==> src/rtl/seven_seg_to_binary.sv <==
// -----------------------------------------------------------------------------
// seven_seg_to_binary
//
// Converts a pair of active-low seven-segment digit patterns (tens, ones) into
// a 7-bit binary value 0..99. The conversion runs as a small multi-cycle FSM:
// the pair is captured on accept, both digits are looked up in one DECODE
// cycle, and the tens digit is folded in by repeated addition of 10 (one ACC
// cycle per tens unit). The result is presented with a valid/ready handshake.
//
// Segment encoding: bit 0 = segment a ... bit 6 = segment g, 0 = lit.
//
// Parameters
//   BLANK_TENS_OK : 1 = an all-off tens pattern (7'b1111111) decodes as 0,
//                   0 = it is an illegal pattern.
//
// Ports
//   clk       in   sole clock, rising edge
//   reset     in   synchronous, active-high reset
//   h0        in   ones-digit segment pattern [0:6]
//   h1        in   tens-digit segment pattern [0:6]
//   in_valid  in   h1/h0 hold a pair to convert
//   in_ready  out  a pair can be accepted this cycle
//   y         out  binary value of the last decoded pair
//   err       out  last result came from an illegal pattern
//   out_valid out  y/err hold a result
//   out_ready in   consumer takes the result this cycle
// -----------------------------------------------------------------------------
module seven_seg_to_binary #(
   parameter bit BLANK_TENS_OK = 1'b1
) (
   input  logic       clk,
   input  logic       reset,
   input  logic [0:6] h0,
   input  logic [0:6] h1,
   input  logic       in_valid,
   output logic       in_ready,
   output logic [6:0] y,
   output logic       err,
   output logic       out_valid,
   input  logic       out_ready
);

   typedef enum logic [1:0] {
      IDLE,
      DECODE,
      ACC,
      DONE
   } state_e;

   typedef struct packed {
      logic       legal;
      logic [3:0] value;
   } digit_t;

   // Pattern literals are written bit 0 (segment a) first, which matches the
   // [0:6] ordering of the segment vectors.
   function automatic digit_t decode_digit(input logic [0:6] seg,
                                           input logic       blank_ok);
      digit_t d;
      d.legal = 1'b1;
      d.value = 4'd0;
      case (seg)
         7'b0000001: d.value = 4'd0;
         7'b1001111: d.value = 4'd1;
         7'b0010010: d.value = 4'd2;
         7'b0000110: d.value = 4'd3;
         7'b1001100: d.value = 4'd4;
         7'b0100100: d.value = 4'd5;
         7'b0100000: d.value = 4'd6;
         7'b0001111: d.value = 4'd7;
         7'b0000000: d.value = 4'd8;
         7'b0000100: d.value = 4'd9;
         7'b1111111: d.legal = blank_ok;   // blank digit reads as 0 if allowed
         default:    d.legal = 1'b0;
      endcase
      return d;
   endfunction

   state_e     state_q, state_d;
   logic [0:6] h1_q, h1_d;
   logic [0:6] h0_q, h0_d;
   logic [6:0] acc_q, acc_d;
   logic [3:0] cnt_q, cnt_d;
   logic       err_q, err_d;

   digit_t     tens;
   digit_t     ones;

   assign tens = decode_digit(h1_q, BLANK_TENS_OK);
   assign ones = decode_digit(h0_q, 1'b0);

   // in_ready is forced low while reset is asserted, not just once the state
   // register has been cleared.
   assign in_ready  = (state_q == IDLE) && !reset;
   assign out_valid = (state_q == DONE);
   assign y         = acc_q;
   assign err       = err_q;

   always_comb begin
      // NOTE: every signal written here gets a default first, so no path can
      // leave it unassigned and infer a latch.
      state_d = state_q;
      h1_d    = h1_q;
      h0_d    = h0_q;
      acc_d   = acc_q;
      cnt_d   = cnt_q;
      err_d   = err_q;

      case (state_q)
         IDLE: begin
            if (in_valid && in_ready) begin
               h1_d    = h1;
               h0_d    = h0;
               state_d = DECODE;
            end
         end

         DECODE: begin
            if (!tens.legal || !ones.legal) begin
               err_d   = 1'b1;
               acc_d   = 7'd0;
               cnt_d   = 4'd0;
               state_d = DONE;
            end else begin
               err_d   = 1'b0;
               acc_d   = {3'b000, ones.value};
               cnt_d   = tens.value;
               state_d = (tens.value == 4'd0) ? DONE : ACC;
            end
         end

         ACC: begin
            // Ones <= 9 plus at most nine additions of 10 stays within 99.
            acc_d = acc_q + 7'd10;
            cnt_d = cnt_q - 4'd1;
            if (cnt_q <= 4'd1) begin
               state_d = DONE;
            end
         end

         DONE: begin
            if (out_ready) begin
               state_d = IDLE;
            end
         end

         default: state_d = IDLE;
      endcase
   end

   always_ff @(posedge clk) begin
      // NOTE: state registers use non-blocking assignments so every flop
      // samples the values from before this edge, independent of order.
      if (reset) begin
         state_q <= IDLE;
         h1_q    <= '0;
         h0_q    <= '0;
         acc_q   <= '0;
         cnt_q   <= '0;
         err_q   <= 1'b0;
      end else begin
         state_q <= state_d;
         h1_q    <= h1_d;
         h0_q    <= h0_d;
         acc_q   <= acc_d;
         cnt_q   <= cnt_d;
         err_q   <= err_d;
      end
   end

endmodule

==> config.mk <==
export PLATFORM = sky130hd
export DESIGN_NAME = seven_seg_to_binary
export DESIGN_NICKNAME = d
export VERILOG_FILES = /design/src/rtl/seven_seg_to_binary.sv
export SDC_FILE = /design/constraint.sdc
export NUM_CORES = 1
export LEC_CHECK = 0
export BUFFER_PORTS_ARGS = -buffer_cell sky130_fd_sc_hd__buf_4
export CAP_MARGIN = 25
export CORE_AREA = 2 2 80 74
export CTS_CLUSTER_DIAMETER = 120
export DETAILED_ROUTE_END_ITERATION = 10
export DIE_AREA = 0 0 82 76
export GPL_ROUTABILITY_DRIVEN = 0
export PLACE_DENSITY_LB_ADDON = 0.1
export SLEW_MARGIN = 20
export SYNTH_ARGS = -nofsm -noshare
export SYNTH_HDL_FRONTEND = slang
export SYNTH_SLANG_ARGS = --single-unit
export TNS_END_PERCENT = 5
==> constraint.sdc <==
create_clock -name clk -period 1.6 [get_ports clk]
set_input_delay 0.16 -clock clk [delete_from_list [all_inputs] [get_ports clk]]
set_output_delay 0.16 -clock clk [all_outputs]
set_load 0.005 [all_outputs]
After elaboration in Yosys (flattened, before gate mapping):

Index checks and enable logic that the tools add are counted.
Widths: inputs -> output; s select.

* $add $sub $neg: 2
* $lt $le $gt $ge: 1
* reductions and logical operators: 15
* mux-type cells: 15
* eq/ne operators: 25

Operators by type and width (count)
* $pmux 4 s9: 2
* $eq 7x7->1 const B: 5
* $eq 7x3->1 const B: 4
* $eq 7x6->1 const B: 4
* $eq 7x1->1 const B: 2
* $eq 7x4->1 const B: 2
* $eq 7x5->1 const B: 2
* $logic_not 7->1: 2
* $pmux 7 s2: 1
* $reduce_or 11->1: 1
* $reduce_or 10->1: 1
* $mux 4: 2
* $pmux 2 s4: 1
* $pmux 4 s2: 1
* $add 7x4->7 const B: 1
* $mux 2: 3
* $mux 1: 5
* $eq 2x2->1 const B: 2
* $le 4x1->1 const B: 1
* $logic_not 4->1: 1
* $ne 2x1->1 const B: 2
* $sub 4x1->4 const B: 1
* $logic_not 1->1: 3
* $reduce_and 3->1: 1
* 7 further kinds: 8

* flip-flop bits (word level): 28
* output and inout port bits: 10
* input bits: 18
* word-level logic and storage cells: 64

Longest topological paths before layout:

Gate-level depths: netlist of run 1.

* depth after elaboration: 7
* gate-level depth with buffers: 8
* gate-level depth less buffers: 7

Worst setup path after synthesis of run 1:

No wires, ideal clock.

* path kind: reg2reg
* from: register state_q[0]
* to: register h0_q[1] (netlist bit)
* data required time: 1513 ps
* clock period less this slack: 1707 ps
* slack: -107 ps
* setup time: 87 ps
* path buffers: 2
* cell stages (with the launch flop): 9
* arrival time: 1620 ps
* cell sequence: dfxtp_1 > inv_1 > ha_1 > nor2b_1 > and2_1 > clkbuf_1 > clkbuf_1 > nand2_1 > o31ai_1

* cells in the longest elaborated chain, start to end: 4

Ends and longest elaborated chain
* start: declaration: RTL line 79 `state_e state_q, state_d;`
* start signal: assignment: RTL line 162 `state_q <= state_d;`
* $logic_not 2->1: RTL line 94 `assign in_ready = (state_q == IDLE) && !reset;`
* $logic_and 1x1->1: RTL line 94
* named net in_ready: RTL line 36 `output logic in_ready,`
* $logic_and 1x1->1: RTL line 111 `if (in_valid && in_ready) begin`
* $reduce_and 2->1 (no line)
* end signal: assignment: RTL line 157 `h0_q <= '0;`
* end signal: assignment: RTL line 164 `h0_q <= h0_d;`
* end: declaration: RTL line 81 `logic [0:6] h0_q, h0_d;`

The timed path passes the listed nets, and every way through them passes these cells.
A chain may end at the register's enable or synchronous reset.

Worst setup path in the final report of run 1:

* from: register h1_q[5] (netlist bit)
* to: register acc_q[2], in the netlist y[2]

* cells in the longest elaborated chain, start to end: 7
* elaborated cells on any way between the ends: 17
* classes of those cells: eq/ne (10); mux (3); reduce/logical (4)

Ends and longest elaborated chain
* start: declaration: RTL line 80 `logic [0:6] h1_q, h1_d;`
* start signal: assignment: RTL line 156 `h1_q <= '0;`
* start signal: assignment: RTL line 163 `h1_q <= h1_d;`
* $eq 7x7->1 (tied with other cells): RTL line 62 `case (seg)`
* $reduce_or 11->1 (no line) *
* $mux 1 *: RTL line 62
* $logic_not 1->1 *: RTL line 119 `if (!tens.legal || !ones.legal) begin`
* $logic_or 1x1->1 *: RTL line 119
* $mux 4 *: RTL line 119
* $pmux 7 s2 *: RTL line 109 `case (state_q)`
* end signal: assignment: RTL line 158 `acc_q <= '0;`
* end signal: assignment: RTL line 165 `acc_q <= acc_d;`
* end: declaration: RTL line 82 `logic [6:0] acc_q, acc_d;`

Every way passes the cells marked *; elsewhere a longest branch is shown, timed or not.

==> impl_metrics.tcl, run 1 <==
set metrics [dict create \
    status "finished with violations" \
    violations "setup timing" \
    drive_above_1_share_pct 35.53 \
    via_count 1726 \
    syn_area_um2 1783 \
    dp_hpwl_mm 3.147 \
    max_slew_margin_pct 77.58 \
    holdPathStages 3 \
    synth_cells 215 \
    worst_skew_pair.late_latency_ns 0.28 \
    syn_nets 240 \
    routedWlPerCell_um 12.97 \
    post_synth.cell_area_avg_um2 8.293 \
    grt_overflow 0 \
    hp-class "in -> reg" \
    max-cap-violations 0 \
    period_needed_ns 1.696 \
    critPathMaxFanout 7 \
    clock_skew_ns 0.006878 \
    grt_pass1_vias 1669 \
    die_y_um 76 \
    synth_area_leaders "dfxtp_1 (31%), ha_1 (4.9%), nand2_1 (4.8%)" \
    synth_cell_types 57 \
    crit_path_end_kind "flip-flop" \
    finalCritPeriodShare_pct 106.0 \
    fin_cells 343 \
    core-area_um2 5465 \
    ys_seq_area_share_pct 31.44 \
    utilization_pct 44.05 \
    fin_ws_ns -0.09558 \
    postPlaceCellArea_um2 2266 \
    clk_path_buf_depth 2 \
    clkSlewWorstSetupHoldPaths_ns 0.10 \
    dpl.cell_count 336 \
    start_kind "flip-flop" \
    tightest_slew_ns 0.3318 \
    layout.nets 299 \
    worstPathArrival_ns 1.91 \
    cts_num_sinks 28 \
    drt-total-wl_mm 4.449 \
    grt_usage_pct 15.49 \
    max_freq_mhz 589.8 \
    synth_top_cell_area_share_pct 31.44 \
    setup_viol 4 \
    ys_ff_latch 28 \
    synth_top_area_cell "dfxtp_1" \
    fin_area_um2 2407 \
    synth_enable_flop_cells 0 \
    drc 0 \
    irDropWorstVdd_v 0.0005912 \
    synthToLayoutAreaGrowth_pct 35.02 \
    via_per_inst 5.032 \
    start_util_pct 32.62 \
    finalHoldViolations 0 \
    yosysWarnings 0 \
    cellPowerDensity_nw_per_um2 1487 \
    cts_buffers 3 \
    grt_pass1_wl_mm 7.714 \
    fp.dieW_um 82 \
    cts_tree "yes" \
    hold_ws_ns 0.06757 \
    drtPass1Iterations 4 \
    leakage_nw 1.003 \
    synth-main-ff-cell "dfxtp_1" \
    n_antenna_cell 0 \
    root_buffer "clkbuf_8" \
    io_pins 28 \
    worst_ep_required_time_ns 1.81 \
    rsz0062_at_grt "yes" \
    slew_violations 0 \
    die-area_um2 6232 \
    hold_buffers 0 \
    ant_nets 0 \
    antenna_found_initial 0 \
    async_flop_share_pct 0 \
    crit_type "reg -> reg" \
    portBuffers 27 \
    first_iter_violations 76 \
    grt_start_max_net_pins 32 \
    rows 26 \
    htreeDepth 1 \
    rr_worst_depth 5 \
]
## synth_stat cells, types with 3 or more instances
cell      count
or2b_1        3
o211ai_1      4
o21ai_0      17
nor3b_1       5
dfxtp_1      28
clkbuf_8      3
inv_1         6
nand3_1       4
xor2_1        6
and3b_1       3
ha_1          7
a21oi_1       9
nor3_1        8
a31oi_1       6
a22oi_1       3
clkbuf_1      5
nor2_1       11
nand2_1      23
nand2b_1     13
## worst paths after layout
| check | startpoint | to | slack (ns) |
|---|---|---|---|
| max | h1_q[5] | y[2] | -0.1 |
| min | h1[5] | h1_q[5] | 0.07 |
| max reg2reg | h1_q[5] | y[2] | -0.1 |
| min reg2reg | h1_q[2] | h1_q[2] | 0.51 |
## power breakdown
group	total, mW	switching, mW	internal, mW
clock network	0.455	0.235	0.221
logic	2.04	0.979	1.06
registers	1.08	0.205	0.877
## stage by stage
step	TNS (ns)	worst slack (ns)	power, mW
2_1_floorplan	-0.005898	-0.005898	2.291
4_1_cts	-0.2306	-0.08222	3.548
6_report	-0.1594	-0.09558	3.580
3_3_place_gp	-0.6835	-0.1551	3.028
5_1_grt	-0.8844	-0.1754	3.902
3_5_place_dp	-0.6119	-0.1328	2.996
## repair_timing
action,4_1_cts,5_1_grt
setup endpoints to repair,8,11
gates resized for setup,12,9
pin swaps,1,1
buffers inserted,3,0
## critical path, cell delays in order, from the launching register on
cell and delay (ns):
dfxtp_4 0.38, or4_4 0.52, nor3_4 0.13, o21ai_2 0.10, a221o_1 0.34, a31oi_1 0.16
## state kept, by name (all words and copies together) (netlist names)
signal,flops
h0_q,7
state_q,2
y,7
err,1
h1_q,7
cnt_q,4
## layout make-up
| class | count | area, um2 |
|---|---|---|
| Tap cell | 70 | 87.58 |
| Clock buffer | 4 | 55.05 |
| Inverter | 6 | 22.52 |
| Fill cell | 559 | 3058 |
| Multi-Input combinational cell | 167 | 1145 |
| Sequential cell | 28 | 574.3 |
| Timing Repair Buffer | 68 | 523.0 |
## logic make-up after synthesis
logic type	count (synthesis)	share of synthesized area (%)
simple gates	93	30.39
compound gates	58	21.54
flops	28	31.44
buf+inv	20	7.158
xor+xnor	7	3.439
fa+ha+maj	7	4.912
mux	2	1.123
## per-layer routing
metal | vias to the layer above | GRT usage [%] | part of all wire, %
met5 | - | 0 | 0
met4 | 0 | 3.500 | 0.65
met3 | 2 | 2.488 | 2.3
met2 | 19 | 26.10 | 49
met1 | 812 | 20.50 | 48
li1 | 893 | - | -
## layout by cell type, fill, tap and decap left out, types with 6 or more instances in the layout
| cell | instances |
|---|---|
| buf_4 | 67 |
| ha_1 | 6 |
| nor2_1 | 10 |
| xor2_1 | 6 |
| o21ai_0 | 17 |
| dfxtp_2 | 8 |
| nand2b_1 | 13 |
| a21oi_1 | 8 |
| nor3_1 | 7 |
| inv_1 | 6 |
| nand2_1 | 23 |
| dfxtp_1 | 19 |
| a31oi_1 | 6 |
Note: power is estimated with default switching activity, not from simulation.
==> inputs of run 2 (changes only) <==
Settings changed: CTS_CLUSTER_DIAMETER 120 to 80.
Clock period 1.6 ns to 1.9 ns, I/O delays scaled along.
==> impl_metrics.tcl, run 2 (same netlist as run 1, synthesis figures left out) <==
set metrics [dict create \
    path_cells "and4b_1 > a22oi_1 > or3_1 > a221o_1 > a31oi_1" \
    crit_type "reg -> reg" \
    ant_nets 0 \
    status "finished, final reports clean" \
    portBuffers 27 \
    io_pins 28 \
    layout.nets 268 \
    grt_usage_pct 14.18 \
    grt_pass1_wl_mm 7.203 \
    start_kind "flip-flop" \
    slew_violations 0 \
    rsz0062_at_grt "no" \
    worst_skew_pair.late_latency_ns 0.27 \
    core-area_um2 5465 \
    tns_ns 0 \
    grt_pass1_vias 1532 \
    period_needed_ns 1.743 \
    max_slew_margin_pct 71.98 \
    cellPowerDensity_nw_per_um2 1238 \
    hp-class "in -> reg" \
    grt_start_max_net_pins 32 \
    routedWlPerCell_um 13.07 \
    die_y_um 76 \
    cts_setup_buffers 0 \
    fin_ws_ns 0.1566 \
    preCtsSetupSlack_ns 0.1470 \
    final_cell_mix "buf_4 (36), dfxtp_1 (25), nand2_1 (23)" \
    rows 26 \
    dp_hpwl_mm 2.982 \
    clk_path_buf_depth 2 \
    via_per_inst 5.122 \
    antenna_found_initial 0 \
    slowest_stage "dfxtp_1" \
    max_freq_mhz 573.6 \
    max-cap-violations 0 \
    worst_ep_required_time_ns 2.11 \
    synthToLayoutAreaGrowth_pct 18.39 \
    hold_buffers 0 \
    drc 0 \
    root_buffer "clkbuf_8" \
    critPathMaxFanout 8 \
    cts_tree "yes" \
    clkSlewWorstSetupHoldPaths_ns 0.09 \
    setup_viol 0 \
    irDropWorstVdd_v 0.0004694 \
    n_antenna_cell 0 \
    utilization_pct 38.62 \
    crit_path_end_kind "flip-flop" \
    layout_commonest_cell "buf_4" \
    drive_above_1_share_pct 21.16 \
    cts_buffers 3 \
    finalCritPeriodShare_pct 91.76 \
    start_util_pct 32.62 \
    tightest_slew_ns 0.4165 \
    critPathMaxStageDelay_ns 0.46 \
    via_count 1593 \
    grt_overflow 0 \
    worstPathArrival_ns 1.95 \
    finalHoldViolations 0 \
    cts_num_sinks 28 \
    path_buf_inv 0 \
    drt-total-wl_mm 4.064 \
    leakage_nw 0.8327 \
    first_iter_violations 120 \
    die-area_um2 6232 \
    cts_resized 0 \
    cp_top_family "simple AND/OR/NAND/NOR gates" \
    drtPass1Iterations 4 \
    htreeDepth 1 \
    clock_skew_ns 0.002262 \
    fp.dieW_um 82 \
]
-- run 2: stage by stage --
stage	hold WS [ns]	total power, mW	cell area [um2]	instances
6_report	0.1078	2.613	2111	311
5_1_grt	0.1093	2.866	2111	311
4_1_cts	0.09869	2.637	2097	311
3_5_place_dp	0.3917	2.295	2056	308
3_3_place_gp	0.3849	2.327	2056	308
2_1_floorplan	0.2985	1.926	1783	215
-- run 2: worst paths after layout --
path                              start  endpoint  slack (ns)  cells past startpoint
worst max register to register  h0_q[5]      y[2]        0.16                      5
worst min register to register      err       err        0.53                      2
worst min-delay path              h1[0]   h1_q[0]        0.11                      3
worst max-delay path            h0_q[5]      y[2]        0.16                      5
-- run 2: cell type report --
class / instances / area (um2)
well taps: 70 / 87.58
clock buffers: 3 / 41.29
inverters: 6 / 22.52
multi-input cells: 167 / 1105
repair buffers: 37 / 290.3
fillers: 588 / 3354
flip-flops and latches: 28 / 564.3
-- run 2: worst register-to-register path: cells and delay by family (launching register included) --
kind	cells	cell delay (ns)
AO/OA/AOI/OAI	3	0.57
flip-flops	1	0.46
AND/OR/NAND/NOR	2	0.64
-- run 2: routing by layer --
metal  GRT usage (%)  vias to the layer above  wire length, um
met4           2.500                        0               21
met5               0                        -                0
met1           20.45                      739             2074
met2           22.11                       20             1872
li1                -                      832                -
met3           2.607                        2               95
-- run 2: report_power, final --
| group | leakage, nW | total (mW) | internal [mW] | switching, mW |
|---|---|---|---|---|
| Sequential | 0.231 | 0.933 | 0.729 | 0.204 |
| Clock | 0.0216 | 0.321 | 0.142 | 0.179 |
| Combinational | 0.580 | 1.36 | 0.641 | 0.718 |
| Total | 0.833 | 2.61 | 1.51 | 1.10 |
==> inputs of run 3 (changes only) <==
Clock period 1.9 ns to 1.97 ns, I/O delays scaled along.
==> impl_metrics.tcl, run 3 (same netlist as run 1, synthesis figures left out) <==
set metrics [dict create \
    dp_hpwl_mm 2.925 \
    switching_share_pct 41.97 \
    cts_setup_buffers 0 \
    cts_tree "yes" \
    max_freq_mhz 559.0 \
    layout_commonest_cell "buf_4" \
    cts_num_sinks 28 \
    status "finished, final reports clean" \
    clock_skew_ns 0.002246 \
    drive_above_1_share_pct 18.41 \
    via_per_inst 5.107 \
    total_power_mw 2.523 \
    n_antenna_cell 0 \
    setup_viol 0 \
    cts_buffers 3 \
    worstPathArrival_ns 2.01 \
    grt_pass1_vias 1497 \
    hold_buffers 0 \
    clk_path_buf_depth 2 \
    drt-total-wl_mm 4.025 \
    ant_nets 0 \
    crit_type "reg -> reg" \
    finalHoldViolations 0 \
    layout.nets 265 \
    n_fill_cell 590 \
    first_iter_violations 68 \
    irDropWorstVdd_v 0.0004672 \
    clockPowerShare_pct 14.6 \
    p_int_mw 1.464 \
    antenna_found_initial 0 \
    cellPowerDensity_nw_per_um2 1215 \
    critPathMaxFanout 11 \
    grt_usage_pct 14.28 \
    slew_violations 0 \
    cp_top_family "simple AND/OR/NAND/NOR gates" \
    die_y_um 76 \
    start_kind "flip-flop" \
    routedWlPerCell_um 13.03 \
    rows 26 \
    cts_resized 0 \
    tightest_slew_ns 0.4154 \
    grt_overflow 0 \
    final_cell_mix "buf_4 (34), dfxtp_1 (28), nand2_1 (23)" \
    slowest_stage "or4_4" \
    critPathMaxStageDelay_ns 0.58 \
    seqPwrFrac_pct 35.7 \
    p_switching_mw 1.059 \
    max-cap-violations 0 \
    drc 0 \
    leakage_nw 0.8199 \
    combinationalPowerShare_pct 49.7 \
    start_util_pct 32.62 \
    tns_ns 0 \
    worst_ep_required_time_ns 2.19 \
    portBuffers 27 \
    io_pins 28 \
    synthToLayoutAreaGrowth_pct 16.42 \
    period_needed_ns 1.789 \
    path_buf_inv 0 \
    grt_pass1_wl_mm 7.169 \
    finalCritPeriodShare_pct 90.81 \
    dpl.cell_count 305 \
    rsz0062_at_grt "no" \
    drtPass1Iterations 4 \
    worst_skew_pair.late_latency_ns 0.28 \
    via_count 1578 \
    grt_start_max_net_pins 32 \
    fin_cells 309 \
    fp.dieW_um 82 \
    hp-class "in -> reg" \
    crit_path_end_kind "flip-flop" \
    max_slew_margin_pct 72.07 \
    htreeDepth 1 \
    core-area_um2 5465 \
    clkSlewWorstSetupHoldPaths_ns 0.10 \
    die-area_um2 6232 \
    path_cells "or4_4 > nor3_2 > o21ai_2 > a221o_1 > a31oi_1" \
    root_buffer "clkbuf_8" \
]
[run 3: worst paths after layout]
path                    to     start  slack (ns)  depth (start not counted)
setup reg to reg      y[2]   h1_q[2]        0.18                          5
hold reg to reg   cnt_q[3]  cnt_q[3]        0.52                          2
setup / recovery      y[2]   h1_q[2]        0.18                          5
hold / removal     h0_q[4]     h0[4]        0.10                          3
[run 3: per-stage QoR]
stage / util (%) / hold slack, ns / setup WS [ns] / cell area, um2
floorplan: - / 0.3055 / 0.2629 / 1783
global placement: 36.97 / 0.3902 / 0.1740 / 2021
detailed placement: 36.97 / 0.3980 / 0.1757 / 2021
CTS: 37.98 / 0.09692 / 0.1618 / 2076
global route: 37.98 / 0.1129 / 0.004263 / 2076
finish: 37.98 / 0.1045 / 0.1811 / 2076
[run 3: worst register-to-register path: stages, from the launching register on]
cell and delay [ns]:
dfxtp_1 0.44, or4_4 0.58, nor3_2 0.13, o21ai_2 0.10, a221o_1 0.33, a31oi_1 0.15
[run 3: final cells by class]
class	instances	area, um2	area share, %
Inverter	6	22.52	1.085
Tap cell	70	87.58	4.219
Sequential cell	28	560.5	27.00
Multi-Input combinational cell	167	1095	52.74
Timing Repair Buffer	34	255.2	12.30
Clock buffer	4	55.05	2.652
[run 3: power groups by stage]
stage                     Combinational (mW)  Sequential [mW]  Clock (mW)
after CTS                               1.27            0.900       0.387
after global placement                  1.28            0.921           0
after global routing                    1.43            0.929       0.406
final                                   1.25            0.900       0.369
after floorplan                         1.03            0.830           0
after detailed placement                1.26            0.913           0
[run 3: metal layers]
| metal | part of all wire [%] | GRT usage [%] | wire, um | vias up |
|---|---|---|---|---|
| met2 | 47 | 23.17 | 1905 | 16 |
| met4 | 0.52 | 2.500 | 21 | 0 |
| li1 | - | - | - | 824 |
| met3 | 2.6 | 2.844 | 106 | 2 |
| met1 | 49 | 19.68 | 1991 | 736 |
| met5 | 0 | 0 | 0 | - |
